## src/rtl/gauss_pkg.sv

```systemverilog
// Shared types and width helpers for the Gaussian convolution sequencer.
package gauss_pkg;

    // Sequencer FSM states
    typedef enum logic [2:0] {
        IDLE  = 3'd0,
        TAP   = 3'd1,
        FLUSH = 3'd2,
        EMIT  = 3'd3,
        DONE  = 3'd4
    } state_t;

    localparam int DEF_KSIZE = 5;

    // $clog2 that never returns 0, so degenerate sizes still get a 1-bit bus
    function automatic int clog2_min1(input int n);
        return (n <= 1) ? 1 : $clog2(n);
    endfunction

    function automatic int row_w(input int rows);
        return clog2_min1(rows);
    endfunction

    function automatic int col_w(input int cols);
        return clog2_min1(cols);
    endfunction

    function automatic int addr_w(input int rows, input int cols);
        return clog2_min1(rows * cols);
    endfunction

    function automatic int coef_w(input int ksize);
        return clog2_min1(ksize * ksize);
    endfunction

    // Width of an unsigned kernel index 0..KSIZE-1
    function automatic int kidx_w(input int ksize);
        return clog2_min1(ksize);
    endfunction

endpackage

```

## src/rtl/gauss_tap_walker.sv

```systemverilog
// Walks the KSIZE x KSIZE kernel taps (offsets +C down to -C, rows outer),
// bounds-checks each tap against the image and forms pixel address and
// coefficient index for it.
module gauss_tap_walker
    import gauss_pkg::*;
#(
    parameter int ROWS  = 192,
    parameter int COLS  = 192,
    parameter int KSIZE = DEF_KSIZE
) (
    input  logic                          clk,
    input  logic                          rst_n,
    input  logic                          clr,
    input  logic                          step,
    input  logic [row_w(ROWS)-1:0]        row,
    input  logic [col_w(COLS)-1:0]        col,
    output logic                          first,
    output logic                          last,
    output logic                          in_bounds,
    output logic [addr_w(ROWS, COLS)-1:0] addr,
    output logic [coef_w(KSIZE)-1:0]      coef
);

    localparam int IW = kidx_w(KSIZE);
    localparam int OW = IW + 1;
    localparam int RW = row_w(ROWS);
    localparam int CW = col_w(COLS);
    localparam int AW = addr_w(ROWS, COLS);
    localparam int KW = coef_w(KSIZE);
    localparam int MW = (RW > CW) ? RW : CW;
    localparam int YW = ((MW > OW) ? MW : OW) + 2;
    localparam int C  = KSIZE / 2;

    localparam logic [IW-1:0]        KMAX   = IW'(KSIZE - 1);
    localparam logic signed [YW-1:0] ROWS_S = YW'(ROWS);
    localparam logic signed [YW-1:0] COLS_S = YW'(COLS);

    // ki/li hold C+k and C+l, so they count KSIZE-1 down to 0
    logic [IW-1:0]        ki;
    logic [IW-1:0]        li;
    logic signed [OW-1:0] k_ofs;
    logic signed [OW-1:0] l_ofs;
    logic signed [YW-1:0] y;
    logic signed [YW-1:0] z;

    // Kernel down-counters: inner l, outer k; wrap back to the first tap
    always_ff @(posedge clk or negedge rst_n) begin
        if (!rst_n) begin
            ki <= KMAX;
            li <= KMAX;
        end else if (clr) begin
            ki <= KMAX;
            li <= KMAX;
        end else if (step) begin
            if (li == '0) begin
                li <= KMAX;
                ki <= (ki == '0) ? KMAX : ki - IW'(1);
            end else begin
                li <= li - IW'(1);
            end
        end
    end

    // Signed tap coordinates, bounds test and address / coefficient formation
    always_comb begin
        first     = (ki == KMAX) && (li == KMAX);
        last      = (ki == '0) && (li == '0);
        k_ofs     = $signed({1'b0, ki}) - $signed(OW'(C));
        l_ofs     = $signed({1'b0, li}) - $signed(OW'(C));
        y         = $signed({{(YW - RW){1'b0}}, row}) + $signed({{(YW - OW){k_ofs[OW-1]}}, k_ofs});
        z         = $signed({{(YW - CW){1'b0}}, col}) + $signed({{(YW - OW){l_ofs[OW-1]}}, l_ofs});
        in_bounds = !y[YW-1] && (y < ROWS_S) && !z[YW-1] && (z < COLS_S);
        addr      = '0;
        if (in_bounds) begin
            addr = AW'(y[RW-1:0]) * AW'(COLS) + AW'(z[CW-1:0]);
        end
        coef      = KW'(ki) * KW'(KSIZE) + KW'(li);
    end

endmodule

```

## src/rtl/gauss_conv_sequencer.sv

```systemverilog
// Raster-order pixel sequencer for the 2-D Gaussian convolution datapath.
// Handshake: the presented pixel (out_row/out_col) is accepted on a cycle
// where out_valid and out_ready are both high; out_valid, out_row and out_col
// hold steady until then, and out_valid never drops without acceptance
// except on abort or reset.
module gauss_conv_sequencer
    import gauss_pkg::*;
#(
    parameter int ROWS   = 192,
    parameter int COLS   = 192,
    parameter int KSIZE  = DEF_KSIZE,
    parameter int RD_LAT = 1
) (
    input  logic                          clk,
    input  logic                          rst_n,
    input  logic                          start,
    input  logic                          abort,
    output logic                          busy,
    output logic                          done,
    output logic                          rd_en,
    output logic [addr_w(ROWS, COLS)-1:0] rd_addr,
    output logic [coef_w(KSIZE)-1:0]      coef_idx,
    output logic                          mac_en,
    output logic                          mac_clr,
    output logic                          out_valid,
    input  logic                          out_ready,
    output logic [row_w(ROWS)-1:0]        out_row,
    output logic [col_w(COLS)-1:0]        out_col,
    output state_t                        dbg_state
);

    localparam int RW = row_w(ROWS);
    localparam int CW = col_w(COLS);
    localparam int AW = addr_w(ROWS, COLS);
    localparam int KW = coef_w(KSIZE);
    localparam int FW = clog2_min1(RD_LAT);

    state_t              state;
    state_t              nxt;
    logic [RW-1:0]       row;
    logic [CW-1:0]       col;
    logic [FW-1:0]       fl_cnt;
    logic [RD_LAT-1:0]   rd_pipe;
    logic [RD_LAT-1:0]   clr_pipe;

    logic                tap_first;
    logic                tap_last;
    logic                tap_inb;
    logic [AW-1:0]       tap_addr;
    logic [KW-1:0]       tap_coef;

    logic                kill;
    logic                hs;
    logic                last_pix;

    assign kill     = abort && (state != IDLE);
    assign hs       = (state == EMIT) && out_ready && !abort;
    assign last_pix = (row == RW'(ROWS - 1)) && (col == CW'(COLS - 1));

    gauss_tap_walker #(
        .ROWS  (ROWS),
        .COLS  (COLS),
        .KSIZE (KSIZE)
    ) u_walker (
        .clk       (clk),
        .rst_n     (rst_n),
        .clr       (kill || (state != TAP)),
        .step      (state == TAP),
        .row       (row),
        .col       (col),
        .first     (tap_first),
        .last      (tap_last),
        .in_bounds (tap_inb),
        .addr      (tap_addr),
        .coef      (tap_coef)
    );

    // State register
    always_ff @(posedge clk or negedge rst_n) begin
        if (!rst_n) begin
            state <= IDLE;
        end else begin
            state <= nxt;
        end
    end

    // Next-state and output decode; abort overrides every transition
    always_comb begin
        nxt       = state;
        busy      = 1'b0;
        done      = 1'b0;
        rd_en     = 1'b0;
        rd_addr   = '0;
        coef_idx  = '0;
        out_valid = 1'b0;
        case (state)
            IDLE: begin
                if (start) nxt = TAP;
            end
            TAP: begin
                busy     = 1'b1;
                rd_en    = tap_inb;
                rd_addr  = tap_inb ? tap_addr : '0;
                coef_idx = tap_coef;
                if (tap_last) nxt = FLUSH;
            end
            FLUSH: begin
                busy = 1'b1;
                if (fl_cnt == FW'(RD_LAT - 1)) nxt = EMIT;
            end
            EMIT: begin
                busy      = 1'b1;
                out_valid = 1'b1;
                if (hs) nxt = last_pix ? DONE : TAP;
            end
            DONE: begin
                done = 1'b1;
                nxt  = IDLE;
            end
            default: nxt = IDLE;
        endcase
        if (kill) nxt = IDLE;
    end

    assign mac_en    = rd_pipe[RD_LAT-1];
    assign mac_clr   = clr_pipe[RD_LAT-1];
    assign out_row   = row;
    assign out_col   = col;
    assign dbg_state = state;

    // Raster position: restart at (0,0) on start/abort, advance on each handshake
    always_ff @(posedge clk or negedge rst_n) begin
        if (!rst_n) begin
            row <= '0;
            col <= '0;
        end else if (kill || ((state == IDLE) && start)) begin
            row <= '0;
            col <= '0;
        end else if (hs) begin
            if (col == CW'(COLS - 1)) begin
                col <= '0;
                row <= last_pix ? '0 : row + RW'(1);
            end else begin
                col <= col + CW'(1);
            end
        end
    end

    // FLUSH length counter, idle at zero outside FLUSH
    always_ff @(posedge clk or negedge rst_n) begin
        if (!rst_n) begin
            fl_cnt <= '0;
        end else if ((state == FLUSH) && !kill) begin
            fl_cnt <= fl_cnt + FW'(1);
        end else begin
            fl_cnt <= '0;
        end
    end

    // Read-latency delay line that lines rd_en/first-tap up with returned data
    always_ff @(posedge clk or negedge rst_n) begin
        if (!rst_n) begin
            rd_pipe  <= '0;
            clr_pipe <= '0;
        end else if (kill) begin
            rd_pipe  <= '0;
            clr_pipe <= '0;
        end else begin
            rd_pipe[0]  <= rd_en;
            clr_pipe[0] <= (state == TAP) && tap_first;
            for (int i = 1; i < RD_LAT; i++) begin
                rd_pipe[i]  <= rd_pipe[i-1];
                clr_pipe[i] <= clr_pipe[i-1];
            end
        end
    end

endmodule

```

## config.mk

```make
export PLATFORM = sky130hd
export DESIGN_NAME = gauss_conv_sequencer
export DESIGN_NICKNAME = d
export VERILOG_FILES = /design/src/rtl/gauss_pkg.sv /design/src/rtl/gauss_tap_walker.sv /design/src/rtl/gauss_conv_sequencer.sv
export SDC_FILE = /design/constraint.sdc
export NUM_CORES = 1
export LEC_CHECK = 0
export ABC_AREA = 0
export CAP_MARGIN = 10
export CORE_ASPECT_RATIO = 0.5
export CORE_MARGIN = 4
export CORE_UTILIZATION = 25
export CTS_CLUSTER_DIAMETER = 150
export CTS_CLUSTER_SIZE = 20
export DETAILED_ROUTE_END_ITERATION = 10
export MAX_ROUTING_LAYER = met4
export PLACE_DENSITY = 0.43
export SLEW_MARGIN = 20
export SYNTH_ARGS = -nofsm -noshare
export SYNTH_HDL_FRONTEND = slang
export SYNTH_SLANG_ARGS = --single-unit
```

## constraint.sdc

```tcl
create_clock -name clk -period 11.2 [get_ports clk]
set_input_delay 1.12 -clock clk [delete_from_list [all_inputs] [get_ports clk]]
set_output_delay 1.12 -clock clk [all_outputs]
set_load 0.005 [all_outputs]
```

Word-level counts from Yosys, hierarchy flattened
Index checks and enable logic that the tools add are counted.
- bits of input ports: 5
- bits in registers: 28
- multiply operators: 2
- muxes and demuxes: 31
- eq/ne operators: 13
- reduce and logical (&&, ||, !) cells: 30
- $add $sub $neg: 11
- magnitude comparators: 2
- operator list (cell ; number):
    2-to-1 mux 8 bit ; 7
    2-to-1 mux 3 bit ; 13
    2-to-1 mux 16 bit ; 2
    adder 9 x 4 -> 10 bit ; 2
    less-than comparator 10 x 9 -> 1 bit (second input constant) ; 2
    adder 16 x 8 -> 16 bit ; 1
    adder 8 x 1 -> 8 bit (second input constant) ; 2
    equality test 8 bit (second input constant) ; 2
    logical AND 1 bit ; 12
    inequality test 3 bit (second input constant) ; 4
    one-hot mux 3 bit (4 select lines) ; 1
    multiplier 8 x 2 -> 10 bit (second input constant) ; 1
    equality test 3 bit (second input constant) ; 3
    logical NOT 3 bit ; 3
    nonzero test 2 bit ; 4
    subtractor 3 x 2 -> 4 bit (second input constant) ; 2
    2-to-1 mux 1 bit ; 7
    equality test 3 x 2 -> 1 bit (second input constant) ; 2
    subtractor 3 x 1 -> 3 bit (second input constant) ; 2
    adder 5 x 3 -> 5 bit ; 1
    multiplier 3 x 3 -> 5 bit (second input constant) ; 1
    2-to-1 mux 5 bit ; 1
    logical NOT 1 bit ; 4
    AND reduction 2 bit ; 2
    7 further kinds ; 8

Longest topological paths before layout
Gate-level depths: netlist (run 1).
- depth in word-level cells: 8
- gate-level depth with buffers: 18
- depth with buffers taken out: 17

Hierarchy
From an unflattened synthesis (run 1), not the netlist that was laid out.
- cells, all modules: 404
- area total of the unflattened synthesis: 3280.6 um^2
- modules (own cells, without submodules) (module ; instances ; area each (um^2) ; cells an instance):
    gauss_tap_walker ; 1 ; 1921.8 ; 240
    gauss_conv_sequencer ; 1 ; 1358.8 ; 164

Worst setup path after synthesis (run 1)
No wires, ideal clock.
- path kind: register -> output
- from: reg u_walker.ki[2]
- to: out rd_addr[10]
- slack: 6.511 ns
- stages on the path, launching flop included: 19
- path buffers: 2
- arrival: 3.569 ns
- path through: dfstp_2 > inv_1 > ha_1 > inv_1 > ha_1 > nor2b_1 > o22ai_1 > nand2_1 > nand3_1 > a21oi_1 > a221oi_1 > xnor2_1 > ha_1 > a311o_1 > a211o_1 > or2_1 > buf_6 > buf_6 > nor2_4
- word-level cells in the longest chain between the ends: 8
- elaborated cells between the ends (all ways): 11
- classes of those cells: add/sub (3); mul (1); order compare (1); mux (2); reduce/logical (4)
- ends and longest elaborated chain (what ; line ; source):
    start, declared ; gauss_tap_walker.sv:39 ; logic [IW-1:0] ki;
    start signal, assigned ; gauss_tap_walker.sv:57 ; ki <= (ki == '0) ? KMAX : ki - IW'(1);
    subtractor 3 x 2 -> 4 bit (*) ; gauss_tap_walker.sv:68 ; k_ofs = $signed({1'b0, ki}) - $signed(OW'(C));
    adder 9 x 4 -> 10 bit (*) ; gauss_tap_walker.sv:70 ; y = $signed({{(YW - RW){1'b0}}, row}) + $signed({{(YW - OW){k_ofs[OW-1]}}, k_ofs});
    branches (longest 4 deep; another with adder 16 x 8 -> 16 bit) ; -- ;
    2-to-1 mux 16 bit (*) ; gauss_conv_sequencer.sv:103 ; rd_addr = tap_inb ? tap_addr : '0;
    2-to-1 mux 16 bit (*) ; gauss_conv_sequencer.sv:96 ; case (state)
    end, declared ; gauss_conv_sequencer.sv:21 ; output logic [addr_w(ROWS, COLS)-1:0] rd_addr,
Every way passes the cells marked *.

Final worst setup path (run 1)
- from: reg u_walker.ki[2]
- to: out rd_addr[15]
Same word-level chain as after synthesis.

==> run summary, run 1 <==
Status = completed
Critical Path Source Type = flop
Unrepaired setup endpoints after global routing = false
CTS tree = done
Asr flop ratio synth = 100%
Diodes inserted = 0
CTS sink cnt = 28
Slew @ Worst Pin = 990 ps
Num CTS Buffers = 3
Crit-path max cell delay = 580 ps
Via count = 2799
Sequential cell area fraction in the yosys report = 22.1%
Via density = 4.66
Synth unique cells = 57
Reg area = 703 sq um
Crit Path Class = reg2out
Setup violators final = 0
Internal power = 0.488 mW
Initial core utilization = 26.2%
Mean Syn Cell Area = 8.07 sq um
Core area = 0.0121 sq mm
CP dominant cell by count = ha_1
Min cycle time layout = 6050 ps
Setup bufs post-CTS = 0
Total wire length = 8.22 mm
Fin util = 32.2%
Worst EP arrival = 4930 ps
Switching share of power = 45.6%
DP Area = 0.00382 sq mm
Final ANT Viol Nets = 0
Antenna violations before repair = 0
Part of the cycle the worst path needs = 54.0%
Total GRT Usage = 11.8%
Synth top area share = 20.5%
GP Congestion = 0.774
Comb pwr share = 71.5%
Final Instance Area = 0.00391 sq mm
Die area = 0.0147 sq mm
Area of the multi-input gates = 0.00229 sq mm
Post-synth EDFFs = 0
Clock Latency Late Sink = 260 ps
Area grow syn2layout = 22.8%
Layout cells sized above 1 = 6.42%
Max clock buf depth = 2
Buf/Inv on CP = 3
Net count after synthesis = 445
CP Data Required Time = 10080 ps
HPWL Detailed = 6.56 mm
Drt first pass iters = 4
CP max stage cell = dfstp_2
Max Cap Viol = 0
Peak VDD IR = 0.000145 V
Fillers = 1310
Clock share of power = 10.0%
Leakage = 1.70 nW
Fin. max-slew vios = 0
Crit Path Max Fanout = 17
Clock Pin Slew Worst Setup and Hold Paths = 70 ps
Root buffer cell = clkbuf_16
Power per cell area = 230 mW/mm^2
Finished Layout Cells = 601
Cell Area, Synth = 0.00318 sq mm
Port-buffer cells = 50
Max transition margin = 34.0%
Critical path's top delay family = simple AND/OR/NAND/NOR gates
HP Class = reg2reg
Synth Instances = 394
Placed cells = 597
Vias in the first global route = 2820
Die height = 87.8 microns
CTS H-tree depth = 1
Largest net degree at the start of global routing = 29
Yosys reg bits = 28
Crit-path cells = inv_1 -> ha_1 -> inv_1 -> ha_1 -> nor2b_1 -> o22ai_1 -> nand2_1 -> nand3_1 -> a21oi_1 -> a221oi_1 -> xnor2_1 -> ha_1 -> a311o_1 -> a211o_1 -> or2_1 -> nor3_1 -> clkdlybuf4s50_1
Routed length per instance = 13.7 microns
Net Switching = 0.410 mW
Chip width = 168 microns
Post-CTS sizing = 0
Synth area leader = dfrtp_1
Final Hold Vio Count = 0
Remaining DRCs = 0
DRT iter0 DRCs = 143
Synth Warn # = 0
Max frequency = 0.165 GHz
Top cells by area, synth = dfrtp_1 (20%), ha_1 (16%), xnor2_1 (5.2%)
GR Overflow Total = 0
Most used DFF post-synth = dfrtp_1
Critical Path Sink Type = output pin
Final setup TNS = 0 ps
Sequential Power Share = 18.4%
Nets = 488
Global-route wire length before repair = 14.1 mm
Layout Skew = 5.74 ps
Cts hold-fix bufs = 0
Row cnt = 28
I/O Pins = 51
[power groups by stage]
| stage | logic [mW] | registers, mW | clock network (mW) |
|---|---|---|---|
| after floorplan | 0.450 | 0.150 | 0 |
| after global placement | 0.657 | 0.169 | 0 |
| after detailed placement | 0.652 | 0.168 | 0 |
| after CTS | 0.657 | 0.167 | 0.0931 |
| after global routing | 0.733 | 0.172 | 0.0992 |
| final | 0.642 | 0.166 | 0.0901 |
[layout by cell type (no fill, tap or decap), types with 4 or more instances in the layout]
cell type        instances
dfrtp_1                 26
or2_2                    5
a21o_1                   5
nand3_1                 15
xor2_1                   9
nand2b_1                10
inv_1                   28
nor2_1                  39
clkdlybuf4s50_1         50
and3_1                   4
ha_1                    41
nor3_1                  10
nor2b_1                 12
nand2_1                 33
nor2_2                   5
and2_1                   4
o31ai_1                  5
nor4_1                   4
xnor2_1                 19
fa_1                     5
nor2_4                   4
a21oi_1                 18
o21ai_0                 32
[final timing paths]
path,from,end,slack [ps],cells after the start
worst max-delay path,u_walker.ki[2]$_DFFE_PN1P_,rd_addr[15],5150,17
worst min-delay path,fl_cnt$_DFF_PN0_,fl_cnt$_DFF_PN0_,430,1
worst max register to register,u_walker.ki[2]$_DFFE_PN1P_,mac_en$_DFF_PN0_,7140,16
worst min register to register,fl_cnt$_DFF_PN0_,fl_cnt$_DFF_PN0_,430,1
max in group asynchronous,rst_n,u_walker.ki[2]$_DFFE_PN1P_,9650,2
min in group asynchronous,rst_n,out_col[5]$_DFFE_PN0P_,1240,2
[final cells by class]
cell class / instances / area share, %
Timing Repair Buffer: 51 / 13.0
Tap cell: 165 / 5.29
Sequential cell: 28 / 18.0
Inverter: 28 / 2.69
Multi-Input combinational cell: 325 / 58.7
Clock buffer: 4 / 2.27
[sequential cells by signal, indices dropped and copies added, names as in the netlist]
name         cells
out_row          8
fl_cnt           1
mac_clr          1
mac_en           1
u_walker.li      3
dbg_state        3
out_col          8
u_walker.ki      3
[layer usage]
layer | global-route usage (%) | routed length (microns)
met5 | - | 0
met4 | 2.50 | 78
met3 | 0.902 | 192
met2 | 17.9 | 3410
met1 | 17.3 | 4540
[cells in the mapped netlist, types with 5 or more instances]
cell,n
fa_1,5
a21oi_1,18
nand3_1,15
dfrtp_1,26
nor3_1,10
nor2b_1,12
o31ai_1,5
nor2_1,39
a21o_1,5
inv_1,28
or2_2,5
clkbuf_1,6
nand2b_1,10
xnor2_1,19
xor2_1,9
nand2_1,33
ha_1,41
o21ai_0,32
nor2_2,5
[per-stage QoR]
| stage | power (mW) | hold WS, ps | setup WS, ps |
|---|---|---|---|
| after CTS | 0.917 | 437 | 5080 |
| after global routing | 1.00 | 466 | 4790 |
| final | 0.898 | 432 | 5150 |
| after global placement | 0.826 | 427 | 5510 |
| after floorplan | 0.600 | 406 | 6510 |
| after detailed placement | 0.820 | 420 | 5390 |
[kinds of logic (layout without fill, tap and decap cells)]
family,count (synthesis),count (layout),share of synthesized area [%]
buf+inv,41,83,5.78
compound gates,90,90,18.2
flops,28,28,22.1
mux,2,2,0.629
xor+xnor,28,28,7.71
fa+ha+maj,46,46,19.3
simple gates,159,159,26.3
Note: power is estimated with default switching activity, not from simulation.
==> run 2, diff against run 1 <==
==> constraint.sdc (replaced) <==
create_clock -name clk -period 5.9 [get_ports clk]
set_input_delay 0.59 -clock clk [delete_from_list [all_inputs] [get_ports clk]]
set_output_delay 0.59 -clock clk [all_outputs]
set_load 0.005 [all_outputs]
==> run 2 against run 1 <==
Die area did not move. Critical path type unchanged. Largest cell class unchanged. Worst setup slack got worse by 4600 ps. Critical endpoint unchanged. Largest power group unchanged. Design area fell by 0.26%. Via count fell by 1.1%. Worst hold slack got worse by 3.1 ps. Clock power rose by 76%. Wire length fell by 0.68%.
==> run summary, run 2 (synthesized netlist as in run 1, its figures left out) <==
Status = completed
Crit-path max cell delay = 580 ps
Initial core utilization = 26.2%
CP dominant cell by count = ha_1
Max transition margin = 53.3%
Final Instance Area = 0.00389 sq mm
Final setup TNS = 0 ps
Total wire length = 8.16 mm
Clock Latency Late Sink = 260 ps
Power per cell area = 433 mW/mm^2
Drt first pass iters = 4
Die area = 0.0147 sq mm
Final ANT Viol Nets = 0
Worst flop-to-flop path startpoint = u_walker.ki[2]$_DFFE_PN1P_
Via count = 2769
Max frequency = 0.186 GHz
Routed length per instance = 13.6 microns
Largest net degree at the start of global routing = 29
Slew @ Worst Pin = 694 ps
Most common cell after layout, fill and taps aside = clkdlybuf4s50_1
Buf/Inv on CP = 3
Via density = 4.61
Area grow syn2layout = 22.5%
Critical path's top delay family = simple AND/OR/NAND/NOR gates
Setup violators final = 0
Hold Path Origin = fl_cnt$_DFF_PN0_
HPWL Detailed = 6.58 mm
DP Area = 0.00382 sq mm
Unrepaired setup endpoints after global routing = false
GP Congestion = 0.777
Chip width = 168 microns
Max clock buf depth = 2
Root buffer cell = clkbuf_16
CP Data Required Time = 5310 ps
Total power = 1.69 mW
CTS tree = done
Worst EP arrival = 4780 ps
Fin. max-slew vios = 0
I/O Pins = 51
Core area = 0.0121 sq mm
Critical Path Sink Type = output pin
Total GRT Usage = 11.6%
CTS sink cnt = 28
Nets = 488
Setup bufs post-CTS = 0
Layout cells sized above 1 = 6.42%
Diodes inserted = 0
Crit Path Max Fanout = 17
Die height = 87.8 microns
Max Cap Viol = 0
Port-buffer cells = 50
Crit Path Class = reg2out
Remaining DRCs = 0
Part of the cycle the worst path needs = 91.0%
Peak VDD IR = 0.000217 V
CP max stage cell = dfstp_2
Commonest cells after routing, fill and taps aside = clkdlybuf4s50_1 (50), ha_1 (41), nor2_1 (39)
Global-route wire length before repair = 14.0 mm
Layout Skew = 4.49 ps
Critical Path Source Type = flop
Row cnt = 28
Leakage = 1.69 nW
Crit-path cells = inv_1 -> ha_1 -> inv_1 -> ha_1 -> nor2b_1 -> o22ai_1 -> nand2_1 -> nand3_1 -> a21oi_1 -> a221oi_1 -> xnor2_1 -> ha_1 -> a311o_1 -> a211o_1 -> or2_2 -> nor3_1 -> clkdlybuf4s50_1
Num CTS Buffers = 3
Timing startpoint of the critical path = u_walker.ki[2]$_DFFE_PN1P_
Final Hold Vio Count = 0
Min cycle time layout = 5370 ps
HP Class = reg2reg
GR Overflow Total = 0
DRT iter0 DRCs = 111
Clock Pin Slew Worst Setup and Hold Paths = 70 ps
Antenna violations before repair = 0
Vias in the first global route = 2743
CTS H-tree depth = 1
==> run 2: cell counts in the layout (fill, tap and decap cells not counted) <==
Identical to the previous run, type by type.
==> run 2: path summary, 6_finish.rpt <==
path                                              end  slack (ps)  depth (start not counted)
setup / recovery                          rd_addr[15]         530                         17
hold reg to reg                      fl_cnt$_DFF_PN0_         430                          1
max in group asynchronous  u_walker.ki[2]$_DFFE_PN1P_        4890                          2
setup reg to reg                     mac_en$_DFF_PN0_        1930                         16
hold / removal                       fl_cnt$_DFF_PN0_         430                          1
min in group asynchronous      out_col[5]$_DFFE_PN0P_         710                          2
==> run 2: layer usage <==
metal | vias to the layer above | GRT usage (%) | wire length, microns
met5 | - | - | 0
met4 | 0 | 1.84 | 55
met3 | 4 | 1.22 | 192
met2 | 50 | 17.7 | 3370
met1 | 1254 | 17.0 | 4540
li1 | 1461 | - | -
==> run 2: worst reg2reg max path, cell delays in order, from the launching register on <==
cell and delay (ps):
dfstp_2 580, inv_1 90, ha_1 280, inv_1 50, ha_1 280, nor2b_1 130
o22ai_1 180, nand2_1 150, nand3_1 110, a21oi_1 70, a221oi_1 360, xnor2_1 180
ha_1 240, a311o_1 280, a211o_1 240, or2_2 500, nor2_1 180
==> run 2: stage by stage <==
step	hold WS [ps]	utilization [%]	cells	setup slack (ps)
after floorplan	294	-	394	1740
after detailed placement	429	31.5	597	645
after global routing	453	32.1	601	97.4
after global placement	426	31.5	597	726
after CTS	438	32.1	601	357
final	429	32.1	601	532
==> run 2: final cells by class <==
| cell class | count | area, sq um |
|---|---|---|
| Clock buffer | 4 | 78.8 |
| Fill cell | 1302 | 8230 |
| Inverter | 28 | 105 |
| Multi-Input combinational cell | 325 | 2290 |
| Sequential cell | 28 | 703 |
| Tap cell | 165 | 206 |
| Timing Repair Buffer | 51 | 508 |
==> run 2: repair_timing <==
action                     in CTS  in global routing
hold buffers                    0                  0
setup endpoints to repair       0                  1
gates resized for setup         0                  1
hold endpoints to repair        0                  0
==> run 2: report_power, final <==
group | switching, mW | internal, mW | total (mW)
registers | 0.0771 | 0.235 | 0.313
logic | 0.627 | 0.589 | 1.22
clock network | 0.0659 | 0.0927 | 0.159
total | 0.770 | 0.917 | 1.69
==> run 3, diff against run 2 <==
--- a/config.mk
+++ b/config.mk
@@ -6,7 +6,6 @@
 export NUM_CORES = 1
 export LEC_CHECK = 0
 export ABC_AREA = 0
-export CAP_MARGIN = 10
 export CORE_ASPECT_RATIO = 0.5
 export CORE_MARGIN = 4
 export CORE_UTILIZATION = 25
@@ -15,6 +14,7 @@
 export DETAILED_ROUTE_END_ITERATION = 10
 export MAX_ROUTING_LAYER = met4
 export PLACE_DENSITY = 0.43
+export SETUP_SLACK_MARGIN = 0.5
 export SLEW_MARGIN = 20
 export SYNTH_ARGS = -nofsm -noshare
 export SYNTH_HDL_FRONTEND = slang
==> constraint.sdc (replaced) <==
create_clock -name clk -period 6 [get_ports clk]
set_input_delay 0.6 -clock clk [delete_from_list [all_inputs] [get_ports clk]]
set_output_delay 0.6 -clock clk [all_outputs]
set_load 0.005 [all_outputs]
==> run 3 against run 2 <==
Power about the same. Non-clock buffer count grew 1. Global-route usage grew 0.11 points. Wire length is 0.65% higher. Critical path depth stayed put.
==> run summary, run 3 (synthesized netlist as in run 1, its figures left out) <==
Layout cells sized above 1 = 7.32%
Via count = 2785
Final worst setup slack = 898 ps
Setup violators final = 0
Critical Path Sink Type = output pin
R2R depth = 16
Routed length per instance = 13.6 microns
Final ANT Viol Nets = 0
CTS H-tree depth = 1
Global-route wire length before repair = 14.1 mm
Largest net degree at the start of global routing = 29
GP Congestion = 0.768
Hold Path Origin = fl_cnt$_DFF_PN0_
Root buffer cell = clkbuf_16
Area grow syn2layout = 23.5%
Crit Path Class = reg2out
DRT iter0 DRCs = 176
Num CTS Buffers = 3
Total wire length = 8.21 mm
Area of the multi-input gates = 0.00231 sq mm
HP Class = reg2reg
CTS tree = done
Finished Layout Cells = 602
Max clock buf depth = 2
Fillers = 1302
Critical Path Source Type = flop
Slew @ Worst Pin = 764 ps
Min cycle time layout = 5100 ps
Commonest cells after routing, fill and taps aside = clkdlybuf4s50_1 (50), ha_1 (41), nor2_1 (39)
Initial core utilization = 26.2%
Row cnt = 28
Die height = 87.8 microns
Chip width = 168 microns
CP Data Required Time = 5400 ps
Clock Latency Late Sink = 260 ps
Crit Path Max Fanout = 17
Most common cell after layout, fill and taps aside = clkdlybuf4s50_1
DP Worst Slack = 737 ps
Via density = 4.63
Unrepaired setup endpoints after global routing = false
Diodes inserted = 0
Crit-path max cell delay = 580 ps
Final setup TNS = 0 ps
Total power = 1.69 mW
Port-buffer cells = 50
Critical path's top delay family = compound AO/OA/AOI/OAI gates
Drt first pass iters = 4
Crit-path cells = inv_1 -> ha_1 -> inv_1 -> ha_1 -> nor2b_1 -> o22ai_1 -> nand2_1 -> nand3_1 -> a21oi_1 -> a221oi_2 -> xnor2_1 -> ha_1 -> a311o_1 -> a211o_1 -> or2_4 -> nor3_1 -> clkdlybuf4s50_1
Peak VDD IR = 0.000279 V
Status = completed
Leakage = 1.71 nW
Layout Skew = 3.39 ps
I/O Pins = 51
Power per cell area = 430 mW/mm^2
Reg2reg end = mac_en$_DFF_PN0_
Part of the cycle the worst path needs = 85.0%
Clock Pin Slew Worst Setup and Hold Paths = 70 ps
Fin. max-slew vios = 0
Vias in the first global route = 2731
GR Overflow Total = 0
Total GRT Usage = 11.7%
Final Instance Area = 0.00393 sq mm
Max frequency = 0.196 GHz
Placed cells = 597
CTS sink cnt = 28
CP max stage cell = dfstp_2
HPWL Detailed = 6.52 mm
Hold EP = fl_cnt$_DFF_PN0_
Core area = 0.0121 sq mm
Final Hold Vio Count = 0
Nets = 489
DP Area = 0.00382 sq mm
Max transition margin = 48.6%
Buf/Inv on CP = 3
WHS Path Cells = 1
CP dominant cell by count = ha_1
Flop2flop setup slack = 2290 ps
Antenna violations before repair = 0
Remaining DRCs = 0
Worst EP arrival = 4500 ps
Worst flop-to-flop path startpoint = u_walker.ki[2]$_DFFE_PN1P_
Die area = 0.0147 sq mm
Max Cap Viol = 0
Reg area = 703 sq um
-- run 3: cell type report --
class	count	share of cell area, %
multi-input combinational	325	58.8
clock buffer	4	2.26
inverter	28	2.68
timing repair buffer	52	13.1
sequential	28	17.9
tap	165	5.25
-- run 3: worst max-delay path by stage --
stage / startpoint / to / slack [ps] / depth (start not counted)
2_1_floorplan: u_walker.ki[2]$_DFFE_PN1P_ / rd_addr[10] / 1830 / 18
3_3_place_gp: u_walker.ki[2]$_DFFE_PN1P_ / rd_addr[15] / 810 / 17
3_5_place_dp: u_walker.ki[2]$_DFFE_PN1P_ / rd_addr[15] / 740 / 17
4_1_cts: u_walker.ki[2]$_DFFE_PN1P_ / rd_addr[15] / 570 / 17
5_1_grt: u_walker.ki[2]$_DFFE_PN1P_ / rd_addr[15] / 520 / 17
6_report: u_walker.ki[2]$_DFFE_PN1P_ / rd_addr[15] / 900 / 17
-- run 3: worst reg2reg max path, delay by kind of cell (launching register included) --
kind                       cells  cell delay [ps]
xor gates and xnor gates       1              170
AOI/OAI and AO/OA              5             1040
and+or+nand+nor                5              890
adders and majority gates      3              810
buffers and inverters          2              150
DFF                            1              580
-- run 3: through the flow --
| step | hold WS [ps] | utilization (%) |
|---|---|---|
| floorplan | 304 | - |
| global placement | 426 | 31.5 |
| detailed placement | 421 | 31.5 |
| CTS | 439 | 32.2 |
| global route | 447 | 32.4 |
| finish | 434 | 32.4 |
-- run 3: what timing repair did --
item,CTS,global route
pin swaps,0,1
setup buffers,0,1
gates resized for setup,1,3
endpoints found under the setup margin,3,16
hold buffers,0,0
-- run 3: power by group --
part | leakage, nW | internal (mW) | switching (mW)
sequential | 0.374 | 0.231 | 0.0790
clock | 0.0442 | 0.102 | 0.0654
combinational | 1.29 | 0.586 | 0.624
total | 1.71 | 0.920 | 0.768
-- run 3: routing by layer --
| layer | vias to the layer above | track usage [%] | routed length [microns] |
|---|---|---|---|
| li1 | 1461 | - | - |
| met1 | 1285 | 17.4 | 4620 |
| met2 | 35 | 17.6 | 3380 |
| met3 | 4 | 0.947 | 153 |
| met4 | 0 | 1.91 | 57 |
| met5 | - | - | 0 |
